==> src/rtl/add_sub_serial.sv <==
// Digit-serial two's-complement adder/subtractor: DIGIT bits per cycle, LSB first.
// Subtraction feeds ~B with an inverted carry-in, so cin behaves as a borrow-in.
module add_sub_serial #(
  parameter int unsigned WIDTH = 16,
  parameter int unsigned DIGIT = 1
) (
  input  logic             clk,
  input  logic             rst,
  input  logic             en,
  input  logic [WIDTH-1:0] a,
  input  logic [WIDTH-1:0] b,
  input  logic             sub,
  input  logic             cin,
  output logic             busy,
  output logic             done,
  output logic [WIDTH-1:0] out,
  output logic             cout,
  output logic             ovf
);

  localparam int unsigned N  = WIDTH / DIGIT;
  localparam int unsigned CW = (N > 1) ? $clog2(N) : 1;

  typedef enum logic [1:0] {
    S_IDLE,
    S_ADD,
    S_DONE
  } state_t;

  state_t           state_q, state_d;
  logic [WIDTH-1:0] a_q, a_d;
  logic [WIDTH-1:0] b_q, b_d;
  logic [WIDTH-1:0] out_q, out_d;
  logic             carry_q, carry_d;
  logic             cout_q, cout_d;
  logic             ovf_q, ovf_d;
  logic [CW-1:0]    count_q, count_d;

  logic [DIGIT:0]   sum;
  logic             c_top;

  always_comb begin
    state_d = state_q;
    a_d     = a_q;
    b_d     = b_q;
    out_d   = out_q;
    carry_d = carry_q;
    cout_d  = cout_q;
    ovf_d   = ovf_q;
    count_d = count_q;

    sum   = {1'b0, a_q[DIGIT-1:0]} + {1'b0, b_q[DIGIT-1:0]} + {{DIGIT{1'b0}}, carry_q};
    // Carry into the top bit of this digit, recovered from the sum bit and its operands.
    c_top = sum[DIGIT-1] ^ a_q[DIGIT-1] ^ b_q[DIGIT-1];

    unique case (state_q)
      S_IDLE: begin
        if (en) begin
          state_d = S_ADD;
          a_d     = a;
          b_d     = sub ? ~b : b;
          carry_d = cin ^ sub;
          count_d = '0;
          out_d   = '0;
          cout_d  = 1'b0;
          ovf_d   = 1'b0;
        end
      end
      S_ADD: begin
        // Concatenate-then-shift keeps the DIGIT == WIDTH case free of empty slices.
        out_d   = WIDTH'({sum[DIGIT-1:0], out_q} >> DIGIT);
        a_d     = a_q >> DIGIT;
        b_d     = b_q >> DIGIT;
        carry_d = sum[DIGIT];
        count_d = count_q + CW'(1);
        if (count_q == CW'(N - 1)) begin
          state_d = S_DONE;
          cout_d  = sum[DIGIT];
          ovf_d   = c_top ^ sum[DIGIT];
        end
      end
      S_DONE:  state_d = S_IDLE;
      default: state_d = S_IDLE;
    endcase
  end

  always_ff @(posedge clk) begin
    if (rst) begin
      state_q <= S_IDLE;
      a_q     <= '0;
      b_q     <= '0;
      out_q   <= '0;
      carry_q <= 1'b0;
      cout_q  <= 1'b0;
      ovf_q   <= 1'b0;
      count_q <= '0;
    end else begin
      state_q <= state_d;
      a_q     <= a_d;
      b_q     <= b_d;
      out_q   <= out_d;
      carry_q <= carry_d;
      cout_q  <= cout_d;
      ovf_q   <= ovf_d;
      count_q <= count_d;
    end
  end

  assign busy = (state_q == S_ADD);
  assign done = (state_q == S_DONE);
  assign out  = out_q;
  assign cout = cout_q;
  assign ovf  = ovf_q;

endmodule
==> config.mk <==
export PLATFORM = sky130hd
export DESIGN_NAME = add_sub_serial
export DESIGN_NICKNAME = d
export VERILOG_FILES = /design/src/rtl/add_sub_serial.sv
export SDC_FILE = /design/constraint.sdc
export NUM_CORES = 1
export LEC_CHECK = 0
export ABC_AREA = 1
export CAP_MARGIN = 20
export CORE_AREA = 2 2 82 84
export CTS_CLUSTER_SIZE = 10
export DETAILED_ROUTE_END_ITERATION = 6
export DIE_AREA = 0 0 84 86
export PLACE_DENSITY = 0.75
export SLEW_MARGIN = 20
export SYNTH_ARGS = -nofsm -noshare
export SYNTH_HDL_FRONTEND = slang
export SYNTH_SLANG_ARGS = --single-unit
==> constraint.sdc <==
create_clock -name clk -period 1.4 [get_ports clk]
set_input_delay 0.28 -clock clk [delete_from_list [all_inputs] [get_ports clk]]
set_output_delay 0.28 -clock clk [all_outputs]
set_load 0.05 [all_outputs]
# Yosys cells after proc, flatten, opt, wreduce, memory -nomap -nowiden
# Cells that the tools add are included.
[totals]
mem_bits_ro = 0
reg_bits = 57
ram_bits = 0
out_inout_bits = 20
wordCells = 45
in_bits = 37
mem_count = 0
latchBits = 0
[classes]
bitwise_logic = 5
shifts = 0
n_eq_ne = 5
n_addsub = 3
div_mod_pow = 0
mux = 19
reduce_logical = 5
n_lt_le_gt_ge = 0
multipliers = 0
[op_table]
columns = ["cell", "count"]
rows = [
  ["$pmux 16 s2", 3],
  ["$mux 16", 4],
  ["$not 16->16", 1],
  ["$pmux 4 s2", 1],
  ["$pmux 1 s2", 3],
  ["$add 4x1->4 const B", 1],
  ["$eq 4x4->1 const B", 1],
  ["$mux 1", 4],
  ["$mux 2", 2],
  ["$mux 4", 1],
  ["$pmux 2 s2", 1],
  ["$reduce_and 2->1", 2],
  ["$xor 1x1->1", 4],
  ["$reduce_and 3->1", 1],
  ["$add 1x1->2", 1],
  ["$add 2x1->2", 1],
  ["$eq 2x1->1 const B", 1],
  ["$eq 2x2->1 const B", 1],
  ["$logic_not 2->1", 1],
  ["$ne 2x1->1 const B", 1],
  ["$ne 2x2->1 const B", 1],
  ["$reduce_bool 2->1", 1],
]

# Depth between registers and ports, before layout
# Gate-level depths: netlist of the first run.
[logic_depth]
word_depth = 7
depth_mapped = 8
mapped_depth_nobuf = 8

# Least setup slack after synthesis of the first run
# Ideal clock, no wire load.
[synth_path]
kind = "reg2out"
start = "reg state_q[0]"
end = "out done"
path_stages_with_launch = 4
setup_slack_ps = -177
arrival_ps = 1297
n_path_buf = 2
cell_sequence = "dfxtp_1 -> buf_4 -> clkbuf_1 -> nor2_1"
[synth_between]
elab_chain_len = 1
[synth_lines]
columns = ["item", "line_no", "text"]
rows = [
  ["start, declared", "30", "state_t state_q, state_d;"],
  ["start signal, assigned", "98", "state_q <= state_d;"],
  ["$eq 2x2->1", "110", "assign done = (state_q == S_DONE);"],
  ["end, declared", "15", "output logic done,"],
]
# No other way between the ends.

# Worst setup path in the final report of the first run
[layout_path]
start = "reg state_q[0]"
end = "out busy"
[layout_between]
elab_chain_len = 1
[layout_lines]
columns = ["item", "line_no", "text"]
rows = [
  ["$eq 2x1->1", "109", "assign busy = (state_q == S_ADD);"],
  ["end, declared", "14", "output logic busy,"],
]
# No other way between the ends.

==> flow_metrics.env, run 1 <==
export IMPL_critical_path_top_delay_family="flip-flops"
export IMPL_netlist_top_cells_area="dfxtp_1, nand2_1, nand3_1, nor2_1, inv_1"
export IMPL_use_met1_pct=22.7
export IMPL_setup_ws_ps=-13.3
export IMPL_synthCells=437
export IMPL_path_max_fanout=4
export IMPL_place_ws_ps=-137
export IMPL_overflow=0
export IMPL_ys_warn_count=0
export IMPL_hold_buffers=0
export IMPL_drive_gt1_share_pct=17.5
export IMPL_synthAdderAreaFrac_pct=1.13
export IMPL_crit_chain="inv_4 -> nor2_4 -> buf_12 -> buf_12"
export IMPL_synth_top_area_share_pct=39.6
export IMPL_crit_buf_inv=3
export IMPL_met2_usage_pct=32.4
export IMPL_start_util_pct=45.9
export IMPL_slew_headroom_pct=72.8
export IMPL_clockBufferDepth=2
export IMPL_synthSimpleGateAreaFrac_pct=35.1
export IMPL_synth_top_family_by_area="simple AND/OR/NAND/NOR gates"
export IMPL_dieHeight_um=86
export IMPL_most_common_layout_cells="nand2_1, dfxtp_1, nor2_1, nand3_1, inv_1"
export IMPL_setup_viol=1
export IMPL_ys_seq_elements=57
export IMPL_ios=57
export IMPL_synth_nets=476
export IMPL_drt_iter0_markers=218
export IMPL_startpoint_type="register"
export IMPL_synth_edff_count=0
export IMPL_hpwl_um=4740
export IMPL_avgSynthCellArea_um2=6.59
export IMPL_met3_usage_pct=5.49
export IMPL_grt_busiest_layer="met2"
export IMPL_synth_xor_area_share_pct=0.608
export IMPL_die_area_um2=7220
export IMPL_grt_usage_pct=18.7
export IMPL_skew_ps=3.52
export IMPL_num_rows=29
export IMPL_crit_type="register to output port"
export IMPL_syn_area_um2=2880
export IMPL_clk_pin_slew_ps=60
export IMPL_finalCritPeriodShare_pct=101
export IMPL_cpMostUsedCell="buf_12"
export IMPL_vias=2885
export IMPL_antenna_cells=0
export IMPL_grt_max_degree=30
export IMPL_cts_tree="yes"
export IMPL_synthArstFlopShare_pct=0
export IMPL_fp_coreArea_um2=6280
export IMPL_critPathSlowestCell="dfxtp_4"
export IMPL_hold_violations=0
export IMPL_synth_cell_types=23
export IMPL_period_minus_slack_ps=1410
export IMPL_avgViaCountPerCell=4.87
export IMPL_ant_nets=0
export IMPL_synth_compound_area_share_pct=11.5
export IMPL_slew_violations=0
export IMPL_grt_pass1_wl_um=11100
export IMPL_routed_wl_um=6650
export IMPL_tightest_slew_ps=407
export IMPL_holdCritPathClass="register to register"
export IMPL_yosysTopAreaCell="dfxtp_1"
export IMPL_max_stage_delay_ps=400
export IMPL_clock_sinks=57
export IMPL_clockRootBuffer="clkbuf_8"
export IMPL_design_area_um2=4080
export IMPL_fin_setup_tns_ps=-13.3
export IMPL_ys_flop_type="dfxtp_1"
export IMPL_grt_pass1_vias=2583
export IMPL_final_common_cell="nand2_1"
export IMPL_rsz0062_at_grt="yes"
export IMPL_utilization_pct=65.0
export IMPL_fp_dieW_um=84
export IMPL_cp_end_kind="output port"
export IMPL_powerDensity_nw_per_um2=985
export IMPL_gp_congestion=0.805
export IMPL_violations="negative setup slack"
export IMPL_ys_seq_area_share_pct=39.6
export IMPL_required_ps=1120
export IMPL_maxCapViolations=0
export IMPL_synthToLayoutAreaGrowth_pct=41.6
export IMPL_p_leak_nw=1.92
export IMPL_place_area_um2=3800
export IMPL_synthMuxAreaShare_pct=0
export IMPL_clk_latency_ps=320
export IMPL_h_tree_depth=3
export IMPL_drc=0
export IMPL_nets=549
export IMPL_peakVddDrop_mv=0.640
export IMPL_fmax_mhz=708
export IMPL_status="finished, violations left"
export IMPL_io_buffers=56
export IMPL_dr_pass1_iters=4
export IMPL_cts_buffers=9
export IMPL_arrival_ps=1130
export IMPL_grt_antenna_before_repair=0
export IMPL_routedWlPerCell_um=11.2
==> worst paths after layout <==
| path | from | cells past startpoint | slack, ps | endpoint |
|---|---|---|---|---|
| worst max-delay path | state_q[0] | 4 | -10 | busy |
| worst min-delay path | b_q[15] | 2 | 470 | b_q[15] |
| worst max register to register | carry_q | 8 | 20 | ovf |
| worst min register to register | b_q[15] | 2 | 470 | b_q[15] |
==> per-layer routing <==
layer | routed length (um) | up-vias | part of all wire, %
met5 | 0 | - | 0
met2 | 3280 | 60 | 49
li1 | - | 1508 | -
met4 | 84 | 0 | 1.3
met3 | 275 | 11 | 4.1
met1 | 3010 | 1306 | 45
==> cell families (layout without fill, tap and decap cells) <==
kind of cell | after synthesis | after routing
buffers and inverters | 70 | 148
AOI/OAI and AO/OA | 56 | 56
xor gates and xnor gates | 2 | 2
adders and majority gates | 2 | 2
DFF | 57 | 57
and+or+nand+nor | 250 | 250
==> synth_stat cells (2+ instances only) <==
master / instances
nand2_2: 2
xor2_1: 2
nand2_1: 164
inv_1: 39
buf_2: 9
a21oi_1: 15
o21ai_0: 20
o22ai_1: 11
inv_2: 3
clkbuf_1: 5
a21oi_2: 10
buf_6: 7
dfxtp_1: 57
buf_4: 5
nor2_1: 42
nand3_1: 39
==> worst register-to-register path: stages, from the launching register on <==
cell	delay [ps]
dfxtp_2	330
fa_1	580
nand2_1	80
inv_1	60
nor2_1	40
nand2_1	50
nand2_1	50
nand2_1	50
nand2_1	40
==> state kept, by name, summed over array words and instances (netlist names) <==
register,cells
ovf,1
carry_q,1
b_q,16
a_q,16
cout,1
count_q,4
out,16
state_q,2
==> report_power, final <==
group | internal (mW) | total (mW) | switching (mW)
Clock | 0.730 | 1.33 | 0.600
Combinational | 0.427 | 0.903 | 0.476
Sequential | 1.73 | 1.78 | 0.0537
Total | 2.89 | 4.02 | 1.13
==> final cells by class <==
class	count	area, um2
fillers	551	2200
multi-input cells	310	1400
flip-flops and latches	57	1150
repair buffers	89	1090
inverters	43	164
clock buffers	13	159
well taps	77	96.3
clock inverters	3	15.0
==> what timing repair did <==
item | in CTS | in global routing
setup buffers | 5 | 5
setup endpoints to repair | 2 | 16
resized for setup | 4 | 9
pin swaps | 2 | 5
endpoints found under the hold margin | 0 | 0
==> per-stage QoR <==
stage	cells	power [mW]	hold slack [ps]
5_1_grt	592	4.22	494
3_5_place_dp	566	2.67	456
2_1_floorplan	437	2.37	427
6_report	592	4.02	471
3_3_place_gp	566	2.64	449
4_1_cts	587	4.02	466
(Power assumes the default switching activity.)
==> run 2: changes to the inputs <==
- SLEW_MARGIN: 20 -> 15
==> results of run 2 <==
The final DEF is identical to that of run 1; final timing and power are the same.
==> variant 1 (config.mk and constraints of run 1) <==
`WIDTH`: 16 -> 8.
--- a/src/rtl/add_sub_serial.sv
+++ b/src/rtl/add_sub_serial.sv
@@ -2,5 +2,5 @@
 // Subtraction feeds ~B with an inverted carry-in, so cin behaves as a borrow-in.
 module add_sub_serial #(
-  parameter int unsigned WIDTH = 16,
+  parameter int unsigned WIDTH = 8,
   parameter int unsigned DIGIT = 1
 ) (
Interface: changed (resized a, b and out); port bits go from 57 to 33. No check against the original RTL was run, so the function may have changed too.
==> variant 1 against run 1 <==
The run still ends with negative setup slack left; worst setup slack got worse by 0.0028 ns; fmax decreased by 0.20%; first-iteration DRC count is 56% lower; power shrank 42%; global-route usage down 8.3 points; via count down 50%; synthesized area fell by 47%; synthesized cell count shrank 52%; sequential cell count is 25 lower; wire length fell by 46%; cell area fell by 45%; clock skew is 0.0014 ns higher.
==> variant 1: results (changes against run 1) <==
status finished with violations; failing checks negative setup slack; setup TNS -0.0161 ns (-0.00284 ns); Port Buffer Count 32 (-43%); Leakage 0.000984 uW (-49%); Clock Sink Count 32 (-44%); Signal buf overhead 0.243 (-0.0248); grt met3 use 0.0366 (-0.0183); GR Util met2 0.191 (-0.134); post-place setup slack -0.0837 ns (+0.0536 ns); register share of the cell area 0.287 (+0.00490); total iterations of the first detailed-routing run 4 (unchanged); Multi-input gate area 762 um2 (-46%); max layer used met4; GRT Overall Usage 0.104 (-0.0829); fillcell total 623 (+13%); Worst EP arrival 1.64 ns (+0.51 ns); Ys Warns 0 (unchanged); Avg Inst Size Synth 7.36 um2 (+12%); fraction of layout cells with a size suffix above 1 0.202 (+0.0276); largest cells by area after synthesis dfxtp_1 42%, nand2_1 17%, nor2_1 5.4%, a22oi_1 4.9%, xor2_1 4.6%; Async SR Flop Fraction 0 (unchanged); Worst Max-Slew Pin Slew 0.238 ns (-0.169 ns); clk_skew 0.00496 ns (+0.00144 ns); H-tree Lvls 2 (-1); multi-input gates 148 (-52%); Worst R2R Start b_q[0]; routed vias/inst 4.36 (-10%); Routed met1 length 1440 um (-52%); post-CTS setup buffers 0 (-5); GPL Wtd Cong 0.812 (+0.93%); Placed Cells 320 (-43%); HPWL after detailed placement 2610 um (-45%); pin count of the biggest net entering global routing 21 (-30%); VDD IR-drop max 0.430 mV (-33%); worst skew pair latency 0.28 ns (-0.04 ns); met1 Use GR 0.109 (-0.119); first-pass GRT wire length 6070 um (-46%); Clock-cell share 0.0477 (+0.00502); net switching power 614 uW (-46%); vias in the first global route 1459 (-44%); Final #Nets 275 (-50%); syn_nets 233 (-51%); DR WL met2 1910 um (-42%); # clk buffers 6 (-7); met3 wire length 187 um (-32%); Num CTS Buffers 5 (-4); antenna cells 0 (unchanged); Layout Cells excl Fill 329 (-44%); Bufs on Longest Clock Path 2 (unchanged); Final Worst Setup Slack -0.0161 ns (-0.00284 ns); number of setup violations in the final report 1 (unchanged); bufs w/o clock 43 (-52%); top post-synthesis cells by count 69 x nand2_1, 32 x dfxtp_1, 22 x nor2_1; Inverters 21 (-51%); WS Path Type flip-flop to flip-flop; hold path start a_q[7]; Initial DRC Count 97 (-56%); Seq/Total Area, Yosys 0.416 (+0.0199); routed wire length 3590 um (-46%)
[variant 1: cell types whose count changed after synthesis, moves of 11 or more]
cell,change
nor2_1,-20
dfxtp_1,-25
inv_1,-22
nand2_1,-95
o21ai_0,-15
nand3_1,-30
o22ai_1,-11
[variant 1: final timing paths]
path	end	slack (ns)	depth (start not counted)
min	a_q[7]	0.46	2
max reg2reg	ovf	-0.02	7
min reg2reg	a_q[7]	0.46	2
max	ovf	-0.02	7
[variant 1: cell families (layout without fill, tap and decap cells)]
group | count (synthesis) | count (layout) | synth area share
simple gates | 105 | 105 | 0.275
compound gates | 32 | 32 | 0.131
flops | 32 | 32 | 0.416
buf+inv | 29 | 72 | 0.103
xor+xnor | 8 | 8 | 0.0455
fa+ha+maj | 3 | 3 | 0.0293
[variant 1: power groups by stage]
stage / clock, uW / sequential [uW] / combinational [uW]
2_1_floorplan: 0 / 1020 / 265
3_3_place_gp: 0 / 1010 / 425
3_5_place_dp: 0 / 1010 / 436
4_1_cts: 890 / 995 / 442
5_1_grt: 934 / 1000 / 502
6_report: 866 / 998 / 452
[variant 1: what timing repair did]
item                       4_1_cts  5_1_grt
gates cloned                     0        1
gates resized for setup          5        9
pin swaps                        1        2
setup endpoints to repair        4        4
hold buffers                     0        0
[variant 1: worst max-delay path, stage by stage (launching register included)]
cell     delay, ns
dfxtp_2       0.33
fa_2          0.62
inv_2         0.05
nand2_1       0.05
nand2_1       0.04
nand2_1       0.06
nand3_2       0.08
a21oi_2       0.13
[variant 1: per-stage QoR]
step	hold slack [ns]	instance area, um2	total power [uW]
finish	0.464	2260	2320
floorplan	0.423	1540	1280
detailed placement	0.458	2100	1450
global placement	0.448	2100	1440
CTS	0.468	2220	2330
global route	0.487	2260	2440
==> variant 2 (flow settings as in run 1) <==
Without the edit above. Encoding of `state_t`: now one-hot (3 bits for 3 states).
--- a/src/rtl/add_sub_serial.sv
+++ b/src/rtl/add_sub_serial.sv
@@ -22,8 +22,8 @@
   localparam int unsigned CW = (N > 1) ? $clog2(N) : 1;
 
-  typedef enum logic [1:0] {
-    S_IDLE,
-    S_ADD,
-    S_DONE
+  typedef enum logic [2:0] {
+    S_IDLE = 3'b001,
+    S_ADD  = 3'b010,
+    S_DONE = 3'b100
   } state_t;
 
Behaviour: same outputs for any inputs over 10 cycles, from zero or initial values and one cycle with rst high; not proved beyond that.
==> variant 2 against run 1 <==
The run still ends with negative setup slack left; wire length down 6.2%; register-to-register slack worse by 0.07 ns; clock power up 33%; die area unchanged; sequential share of layout area rose by 2.0 points; power increased by 7.4%; synthesized area fell by 9.0%; cell area down 4.9%; global-route usage fell by 1.4 points; first-iteration DRC count shrank 58%; sequential cell count grew 1; via count shrank 14%; worst setup slack got worse by 0.033 ns; critical endpoint is now ovf.
==> variant 2: results (changes against run 1) <==
status finished with violations; failing checks negative setup slack; vias in the first global route 2348 (-9.1%); Inverters 15 (-65%); Compound-Gate Fraction of Synth Area 0.120 (+0.00523); routed wire length 6240 um (-6.2%); Placed Cells 499 (-12%); fillcell total 548 (-0.54%); Worst Setup SP carry_q; Worst Reg-to-Reg Cells 7 (-1); fraction of layout cells with a size suffix above 1 0.166 (-0.00847); GR Util met2 0.303 (-0.0218); setup TNS -0.0914 ns (-0.0782 ns); largest cells by area after synthesis dfxtp_1 44%, nand2_1 15%, nor2_1 9.7%, o21ai_0 7.3%, xor2_1 5.4%; met1 Use GR 0.205 (-0.0226); number of setup violations in the final report 3 (+2); # clk buffers 12 (-1); bufs w/o clock 78 (-12%); Clock-cell share 0.0613 (+0.0187); Seq/Total Area, Yosys 0.443 (+0.0470); multi-input combinational area share 0.338 (-0.00578); GPL Wtd Cong 0.769 (-4.5%); Worst Setup EP ovf; Final Worst Setup Slack -0.0460 ns (-0.0328 ns); Cell Area, Placed 3510 um2 (-7.6%); Final #Nets 479 (-13%); post-synthesis xor/xnor area fraction 0.0569 (+0.0508); first-pass GRT wire length 10300 um (-7.7%); Signal buf overhead 0.255 (-0.0126); met3 wire length 316 um (+15%); multi-input gates 278 (-10%); post-place setup slack -0.216 ns (-0.0786 ns); Async SR Flop Fraction 0 (unchanged); WL per Instance 12.0 um (+6.4%); Initial DRC Count 92 (-58%); Synth Area in Adders 0.0124 (+0.00112); Clock Sink Count 58 (+1.8%); post-CTS setup buffers 3 (-2); VDD IR-drop max 0.666 mV (+4.2%); Avg Inst Size Synth 7.04 um2 (+6.9%); top post-synthesis cells by count 106 x nand2_1, 68 x nor2_1, 58 x dfxtp_1; GRT Overall Usage 0.174 (-0.0138); Rel. slew slack 0.842 (+0.113); DR WL met2 3020 um (-7.9%); syn_nets 411 (-14%); Routed met1 length 2780 um (-7.4%); grt met3 use 0.0423 (-0.0125); Leakage 0.00163 uW (-15%); CP max stage cell fa_2; Worst EP arrival 1.70 ns (+0.57 ns); post-cts resize count 10 (+6); routed vias/inst 4.78 (-2.0%)
variant 2: changes by cell type after synthesis, moves of 5 or more:
cell	delta
nor2_1	+26
o21ai_0	+18
inv_1	-28
nor3_1	+15
xor2_1	+14
nand3_1	-36
buf_6	-5
a21oi_2	-10
a21oi_1	+10
o22ai_1	-11
nand2_1	-58
variant 2: how the worst min path moves through the flow:
stage          startpoint    endpoint  slack, ns  cells past startpoint
2_1_floorplan     a_q[15]     a_q[15]       0.42                      2
3_3_place_gp      a_q[15]     a_q[15]       0.43                      2
3_5_place_dp      a_q[15]     a_q[15]       0.45                      2
4_1_cts           a_q[15]     a_q[15]       0.46                      2
5_1_grt        count_q[3]  count_q[3]       0.49                      2
6_report          a_q[15]     a_q[15]       0.46                      2
variant 2: where the power goes:
part,total (uW),internal [uW],switching [uW]
clock,1770,1140,624
sequential,1830,1770,63.7
combinational,714,340,374
